--- config.mk ---
export PLATFORM = sky130hd
export DESIGN_NAME = instr_collate_stream
export DESIGN_NICKNAME = d
export VERILOG_FILES = /design/src/rtl/instr_collate_stream_pkg.sv /design/src/rtl/instr_collate_stream_fifo.sv /design/src/rtl/instr_collate_stream.sv
export SDC_FILE = /design/constraint.sdc
export NUM_CORES = 2
export LEC_CHECK = 0
export CORE_ASPECT_RATIO = 1.5
export CORE_UTILIZATION = 59
export CTS_CLUSTER_DIAMETER = 150
export CTS_CLUSTER_SIZE = 16
export DETAILED_ROUTE_END_ITERATION = 8
export PLACE_DENSITY = 0.76
export SYNTH_ARGS = -nofsm -noshare
export SYNTH_HDL_FRONTEND = slang
export SYNTH_SLANG_ARGS = --single-unit
--- constraint.sdc ---
create_clock -name clk -period 14.75 [get_ports clk]
set_input_delay 1.475 -clock clk [delete_from_list [all_inputs] [get_ports clk]]
set_output_delay 1.475 -clock clk [all_outputs]
set_load 0.005 [all_outputs]
--- src/rtl/instr_collate_stream_pkg.sv ---
// Shared constants, FIFO entry layout helpers and the per-word action
// encoding for the instruction collate stage.
package instr_collate_stream_pkg;

   localparam int COLLATE_NUM_WF     = 40;
   localparam int COLLATE_WFID_W     = 6;
   localparam int COLLATE_INSTR_W    = 32;
   localparam int COLLATE_PC_W       = 32;
   localparam int COLLATE_FIFO_DEPTH = 4;

   // What an accepted fetch word does to its wavefront slot
   typedef enum logic [2:0] {
      ACT_NONE,    // dropped: bad wfid, flushed, or no word
      ACT_STORE,   // first half of a long instruction parked
      ACT_ORPHAN,  // first half replaced an unfinished first half
      ACT_PAIR,    // second half completes a long instruction
      ACT_SHORT    // single-word instruction
   } act_e;

   // FIFO entry is packed {wfid, long, pc, instr}; instr sits at bit 0
   function automatic int off_pc(input int instr_w);
      return 2 * instr_w;
   endfunction

   function automatic int off_long(input int instr_w, input int pc_w);
      return 2 * instr_w + pc_w;
   endfunction

   function automatic int off_wfid(input int instr_w, input int pc_w);
      return 2 * instr_w + pc_w + 1;
   endfunction

   function automatic int entry_w(input int wfid_w, input int instr_w, input int pc_w);
      return wfid_w + 1 + pc_w + 2 * instr_w;
   endfunction

endpackage

--- src/rtl/instr_collate_stream_fifo.sv ---
// Synchronous FIFO with wrap-bit pointers and an occupancy count.
// The head is read straight out of the storage flops, so out data never
// depends combinationally on the push side. not_full is a flop computed
// from the next count, so a pop on a full FIFO reopens the input a cycle later.
module instr_collate_stream_fifo #(
   parameter int WIDTH = 8,
   parameter int DEPTH = 4
) (
   input  logic                     clk,
   input  logic                     rst,
   input  logic                     push,
   input  logic [WIDTH-1:0]         push_data,
   input  logic                     pop,
   output logic                     head_valid,
   output logic [WIDTH-1:0]         head_data,
   output logic                     not_full,
   output logic [$clog2(DEPTH):0]   count
);

   localparam int AW = $clog2(DEPTH);

   logic [WIDTH-1:0] mem [DEPTH];
   logic [AW:0]      wr_ptr;
   logic [AW:0]      rd_ptr;
   logic [AW:0]      count_q;
   logic [AW:0]      count_next;
   logic             ready_q;
   logic             do_push;
   logic             do_pop;

   // Qualify push/pop against current occupancy and compute the next count
   always_comb begin
      do_push    = push & ready_q;
      do_pop     = pop & (count_q != '0);
      count_next = count_q + (AW+1)'(do_push) - (AW+1)'(do_pop);
   end

   // Storage array; contents are only ever read below the count, so no reset
   always_ff @(posedge clk) begin
      if (do_push) begin
         mem[wr_ptr[AW-1:0]] <= push_data;
      end
   end

   // Pointers, count and registered space-available flag
   always_ff @(posedge clk) begin
      if (!rst) begin
         wr_ptr  <= '0;
         rd_ptr  <= '0;
         count_q <= '0;
         ready_q <= 1'b1;
      end else begin
         if (do_push) wr_ptr <= wr_ptr + 1'b1;
         if (do_pop)  rd_ptr <= rd_ptr + 1'b1;
         count_q <= count_next;
         ready_q <= (count_next < (AW+1)'(DEPTH));
      end
   end

   assign head_valid = (count_q != '0);
   assign head_data  = head_valid ? mem[rd_ptr[AW-1:0]] : '0;
   assign not_full   = ready_q;
   assign count      = count_q;

endmodule

--- src/rtl/instr_collate_stream.sv ---
// Collates 32-bit fetch words into whole instructions per wavefront.
// A long instruction's first half is parked in a per-wavefront hold slot
// until its second half arrives; completed instructions queue in a small
// FIFO toward decode. Flush discards a parked half; a parked half that is
// overwritten by another first half raises a one-cycle err_orphan.
module instr_collate_stream
   import instr_collate_stream_pkg::*;
#(
   parameter int NUM_WF     = COLLATE_NUM_WF,
   parameter int WFID_W     = COLLATE_WFID_W,
   parameter int INSTR_W    = COLLATE_INSTR_W,
   parameter int PC_W       = COLLATE_PC_W,
   parameter int FIFO_DEPTH = COLLATE_FIFO_DEPTH
) (
   input  logic                          clk,
   input  logic                          rst,
   input  logic                          in_valid,
   output logic                          in_ready,
   input  logic [WFID_W-1:0]             in_wfid,
   input  logic [INSTR_W-1:0]            in_instr,
   input  logic [PC_W-1:0]               in_pc,
   input  logic                          in_long,
   input  logic                          flush_valid,
   input  logic [WFID_W-1:0]             flush_wfid,
   output logic                          out_valid,
   input  logic                          out_ready,
   output logic [WFID_W-1:0]             out_wfid,
   output logic [2*INSTR_W-1:0]          out_instr,
   output logic [PC_W-1:0]               out_pc,
   output logic                          out_long,
   output logic                          err_orphan,
   output logic [$clog2(FIFO_DEPTH):0]   fifo_count
);

   localparam int EW     = entry_w(WFID_W, INSTR_W, PC_W);
   localparam int O_PC   = off_pc(INSTR_W);
   localparam int O_LONG = off_long(INSTR_W, PC_W);
   localparam int O_WFID = off_wfid(INSTR_W, PC_W);

   logic [NUM_WF-1:0]  pend_q;
   logic [NUM_WF-1:0]  pend_next;
   logic [INSTR_W-1:0] hold_instr [NUM_WF];
   logic [PC_W-1:0]    hold_pc    [NUM_WF];
   logic               err_orphan_q;

   logic               accept;
   logic               wf_ok;
   logic               flush_ok;
   logic               flush_hit;
   act_e               act;
   logic               push;
   logic [EW-1:0]      push_data;
   logic [EW-1:0]      head_data;

   // Classify the incoming word and derive the next pending vector and push entry
   always_comb begin
      accept    = in_valid & in_ready;
      wf_ok     = ({1'b0, in_wfid} < (WFID_W+1)'(NUM_WF));
      flush_ok  = ({1'b0, flush_wfid} < (WFID_W+1)'(NUM_WF));
      flush_hit = flush_valid & (flush_wfid == in_wfid);
      act       = ACT_NONE;
      pend_next = pend_q;
      push      = 1'b0;
      push_data = '0;

      // A flush aimed at the same wavefront kills the word outright
      if (accept && wf_ok && !flush_hit) begin
         if (in_long) act = pend_q[in_wfid] ? ACT_ORPHAN : ACT_STORE;
         else         act = pend_q[in_wfid] ? ACT_PAIR   : ACT_SHORT;
      end

      if (flush_valid && flush_ok) pend_next[flush_wfid] = 1'b0;

      case (act)
         ACT_STORE: pend_next[in_wfid] = 1'b1;
         ACT_PAIR: begin
            pend_next[in_wfid] = 1'b0;
            push      = 1'b1;
            push_data = {in_wfid, 1'b1, hold_pc[in_wfid], in_instr, hold_instr[in_wfid]};
         end
         ACT_SHORT: begin
            push      = 1'b1;
            push_data = {in_wfid, 1'b0, in_pc, {INSTR_W{1'b0}}, in_instr};
         end
         default: ;
      endcase
   end

   // Park first halves; these slots are only read while their pend bit is set
   always_ff @(posedge clk) begin
      if (act == ACT_STORE || act == ACT_ORPHAN) begin
         hold_instr[in_wfid] <= in_instr;
         hold_pc[in_wfid]    <= in_pc;
      end
   end

   // Pending-half flags and the orphan pulse
   always_ff @(posedge clk) begin
      if (!rst) begin
         pend_q       <= '0;
         err_orphan_q <= 1'b0;
      end else begin
         pend_q       <= pend_next;
         err_orphan_q <= (act == ACT_ORPHAN);
      end
   end

   instr_collate_stream_fifo #(
      .WIDTH (EW),
      .DEPTH (FIFO_DEPTH)
   ) u_fifo (
      .clk        (clk),
      .rst        (rst),
      .push       (push),
      .push_data  (push_data),
      .pop        (out_ready),
      .head_valid (out_valid),
      .head_data  (head_data),
      .not_full   (in_ready),
      .count      (fifo_count)
   );

   assign out_instr  = head_data[2*INSTR_W-1:0];
   assign out_pc     = head_data[O_PC +: PC_W];
   assign out_long   = head_data[O_LONG];
   assign out_wfid   = head_data[O_WFID +: WFID_W];
   assign err_orphan = err_orphan_q;

endmodule
==> key figures <==
Floorplan
  • Core region area: roughly 200000 um^2
  • Initial core utilization: 59.3%
  • I/O Pins: ~190
  • Chip height: around 550 um
  • Total die area: 203000 um^2
  • Core Rows: 201
  • Die Wd: about 370 um

STA
  • Crit share post-route: 59.5%
  • Max transition margin: -7.78%
  • Final Max Tran Viols: 5
  • Max Clock Freq: roughly 110 MHz
  • Tightest Pin Transition: 1570 ps
  • Clock skew: about 43 ps
  • Setup TNS after final layout: 0 ps
  • RSZ-0062 raised after global routing: false
  • Number of hold-slack violations in the final timing report: 0
  • WHS: 500 ps
  • Setup-violating endpoint count in the final report: 0
  • Shortest period the worst path allows: 8770 ps
  • Setup slack after layout: about 6000 ps

Synthesis
  • Post-Syn Nets: between 6000 and 7000
  • Share of synthesized area occupied by flip-flops and latches: between 70% and 80%
  • Synth cell types: 98
  • Predominant post-synthesis flop cell: sky130_fd_sc_hd__edfxtp_1
  • Register bit count reported by yosys: ~3000
  • Cells after synthesis: 6319
  • EDFF count, synth: between 2000 and 3000
  • Post-synthesis average cell area: roughly 19 um^2
  • Post-Synthesis Cell Area: around 120000 um^2
  • Fraction of registers with async set/reset: 0%
  • Synth warn: 0

Clock network
  • Count of cells resized by post-cts repair: 0
  • Number of buffers added to fix hold violations after cts: 0
  • Root buffer cell: sky130_fd_sc_hd__clkbuf_16
  • CTS tree: done
  • Clock latency on the worst-skew pair: 910 ps
  • Number of H-tree levels: 4
  • TritonCTS Buffers: around 210
  • Post-CTS clock slew at the launch and capture registers of the worst setup and hold paths: 80 ps
  • Post-CTS Setup Inserts: 0
  • TritonCTS Sinks: a little over 3000
  • Longest Clk Path Bufs: 4

Route
  • Initial detailed-routing violation count: around 13000
  • Post-route DRC violation count: 0
  • Pre-antenna DRT Iters: 8
  • Antenna-violating nets left: 0
  • Detailed-route wire length: around 360 mm
  • Routed wirelength normalized by instance count: ~40 um
  • Number of vias per cell after detailed routing: 7.44
  • Total vias in the final route: approximately 70000

Setup path
  • WP data required: around 15000 ps
  • Setup crit start kind: primary input
  • Cell repeated most along the worst path: sky130_fd_sc_hd__buf_4
  • CP cell instances: buf_8 -> buf_4 -> or2_4 -> o22ai_1 -> o31ai_2 -> o211a_4 -> nand2_4 -> inv_2 -> ha_1 -> o2111a_4 -> nand3_4 -> buf_4 -> a211oi_4 -> buf_4
  • Crit path arrival time: slightly above 9000 ps
  • Max Fanout on Critical Path: 68
  • Maximum cell stage delay along the critical path: 970 ps
  • Category of the critical setup timing path: in -> reg
  • Slowest stage cell, crit path: sky130_fd_sc_hd__buf_4
  • Type of element capturing the critical path: flop

Power and ir drop
  • IR Drop Worst-Case VDD: about 0.13 mV
  • Total power: roughly 17 mW
  • Total power per unit cell area: around 130 nW/um^2
  • Leakage power summed over all cells: 40.0 nW

Final layout
  • Layout area overhead: 9.12%
  • Post-Layout Cell Count: between 9000 and 10000
  • Final Net Count: ~6600
  • Share of cells above drive strength 1: 16.8%

GRT
  • Global-route wire length before repair: about 500 mm
  • Final global-route overflow total: 0
  • Largest net degree at the start of global routing: 107
  • Number of antenna violations at the first check in global routing: 19
  • Number of global-route vias before repair: between 60000 and 70000
  • Tot GR Track Use: between 30 and 40%

Place
  • Worst setup slack before clock tree synthesis: 5380 ps
  • Post-detail-place hpwl: 204 mm
  • Inst Count DP: between 8000 and 9000
  • Weighted congestion reported at the end of routability-driven placement: between 0.9 and 1
  • Number of buffer cells added on primary ports: 190

Run status
  • Status: complete, but fails checks
  • Violations in the final reports: max-capacitance violations, max-slew violations

Min path
  • Class of the worst hold path: reg -> reg

Run
  • MaxCap Viol Count: 1
==> metal layers <==
| metal | wire length, um | vias up | GRT usage [%] |
|---|---|---|---|
| met5 | 142 | - | 0 |
| met4 | 26500 | 14 | 21.3 |
| met3 | 54400 | 1429 | 9.85 |
| met2 | 167000 | 6364 | 55.4 |
| met1 | 114000 | 34300 | 44.4 |
| li1 | - | 26300 | - |
==> cell usage in the layout, fill, tap and decap left out, types with 34 or more instances in the layout <==
cell,synthesis,final
sky130_fd_sc_hd__edfxtp_1,2972,2972
sky130_fd_sc_hd__o22ai_1,317,317
sky130_fd_sc_hd__mux4_2,312,312
sky130_fd_sc_hd__mux2i_1,296,296
sky130_fd_sc_hd__buf_4,62,242
sky130_fd_sc_hd__nand2_1,234,231
sky130_fd_sc_hd__clkbuf_16,0,214
sky130_fd_sc_hd__mux2_2,195,195
sky130_fd_sc_hd__clkdlybuf4s50_1,0,178
sky130_fd_sc_hd__o221ai_1,172,172
sky130_fd_sc_hd__a21oi_1,134,134
sky130_fd_sc_hd__nor2_1,124,123
sky130_fd_sc_hd__o21ai_0,118,117
sky130_fd_sc_hd__and2_1,111,108
sky130_fd_sc_hd__a221oi_1,66,66
sky130_fd_sc_hd__dfxtp_1,51,49
sky130_fd_sc_hd__a22oi_1,47,47
sky130_fd_sc_hd__a2bb2oi_1,45,45
sky130_fd_sc_hd__a31oi_1,41,41
sky130_fd_sc_hd__a211oi_4,0,40
sky130_fd_sc_hd__and3_1,40,39
sky130_fd_sc_hd__o22a_1,36,36
sky130_fd_sc_hd__inv_1,36,35
sky130_fd_sc_hd__a222oi_1,34,34
==> logic make-up (layout without fill, tap and decap cells) <==
group / count (synthesis) / in the layout / share of synthesized area (%)
DFF: 3023 / 3023 / 76.2
other: 0 / 17 / 0
adders and majority gates: 8 / 8 / 0.0908
muxes: 819 / 819 / 10.6
buffers and inverters: 503 / 729 / 2.38
AOI/OAI and AO/OA: 1254 / 1254 / 7.70
xor gates and xnor gates: 10 / 10 / 0.0739
and+or+nand+nor: 702 / 702 / 2.97
==> sequential cells by signal, indices dropped and copies added, names as in the netlist, named ones only <==
signal,flops
hold_instr,1280
hold_pc,1280
u_fifo.mem,412
pend_q,40
u_fifo.count,3
u_fifo.rd_ptr,2
u_fifo.wr_ptr,2
err_orphan,1
u_fifo.not_full,1
==> power breakdown <==
part           switching (mW)  leakage (nW)  total, mW  internal, mW
clock                    2.71          2.71       5.30          2.59
sequential             0.0386          26.9       9.48          9.44
combinational            1.14          10.4       2.04         0.903
==> cell usage after synthesis (all sizes together) (51+ instances only) <==
library cell	n	area, um^2
o221ai	173	1520
and2	112	703
a221oi	67	593
mux2i	296	2960
a21oi	134	671
a211oi	65	488
dfxtp	51	1020
buf	305	2070
o22ai	317	1980
o21ai	121	609
mux2	198	2230
nand2	237	902
mux4	325	7370
nor2	125	472
edfxtp	2972	89200
clkbuf	159	597
==> area by class of cell <==
class	instances	area (um^2)
Multi-Input combinational cell	2793	26100
Tap cell	2639	3300
Timing Repair Buffer	438	3820
Fill cell	13000	70400
Clock buffer	245	5470
Clock inverter	7	83.8
Antenna cell	17	42.5
Inverter	39	159
Sequential cell	3023	90300
==> per-stage QoR <==
stage | cell area [um^2] | util (%)
floorplan | 118000 | -
global placement | 124000 | 61.9
detailed placement | 124000 | 61.9
CTS | 129000 | 64.7
global route | 129000 | 64.7
finish | 129000 | 64.7
==> worst max-delay path: cells and delay by family <==
| kind | cells | cell delay [ps] |
|---|---|---|
| buffers and inverters | 5 | 3260 |
| AO/OA/AOI/OAI | 5 | 2530 |
| AND/OR/NAND/NOR | 3 | 1420 |
| adder cells (fa/ha/maj) | 1 | 370 |
==> worst paths after layout <==
kind | startpoint | depth (start not counted) | to | slack, ps
worst max-delay path | in_wfid[2] | 14 | hold_pc[20][30] | 5980
worst min-delay path | pend_q[0] | 2 | pend_q[0] | 500
worst max register to register | pend_q[15] | 12 | hold_pc[20][30] | 7990
worst min register to register | pend_q[0] | 2 | pend_q[0] | 500
No activity file was read; power rests on OpenSTA's default activity.
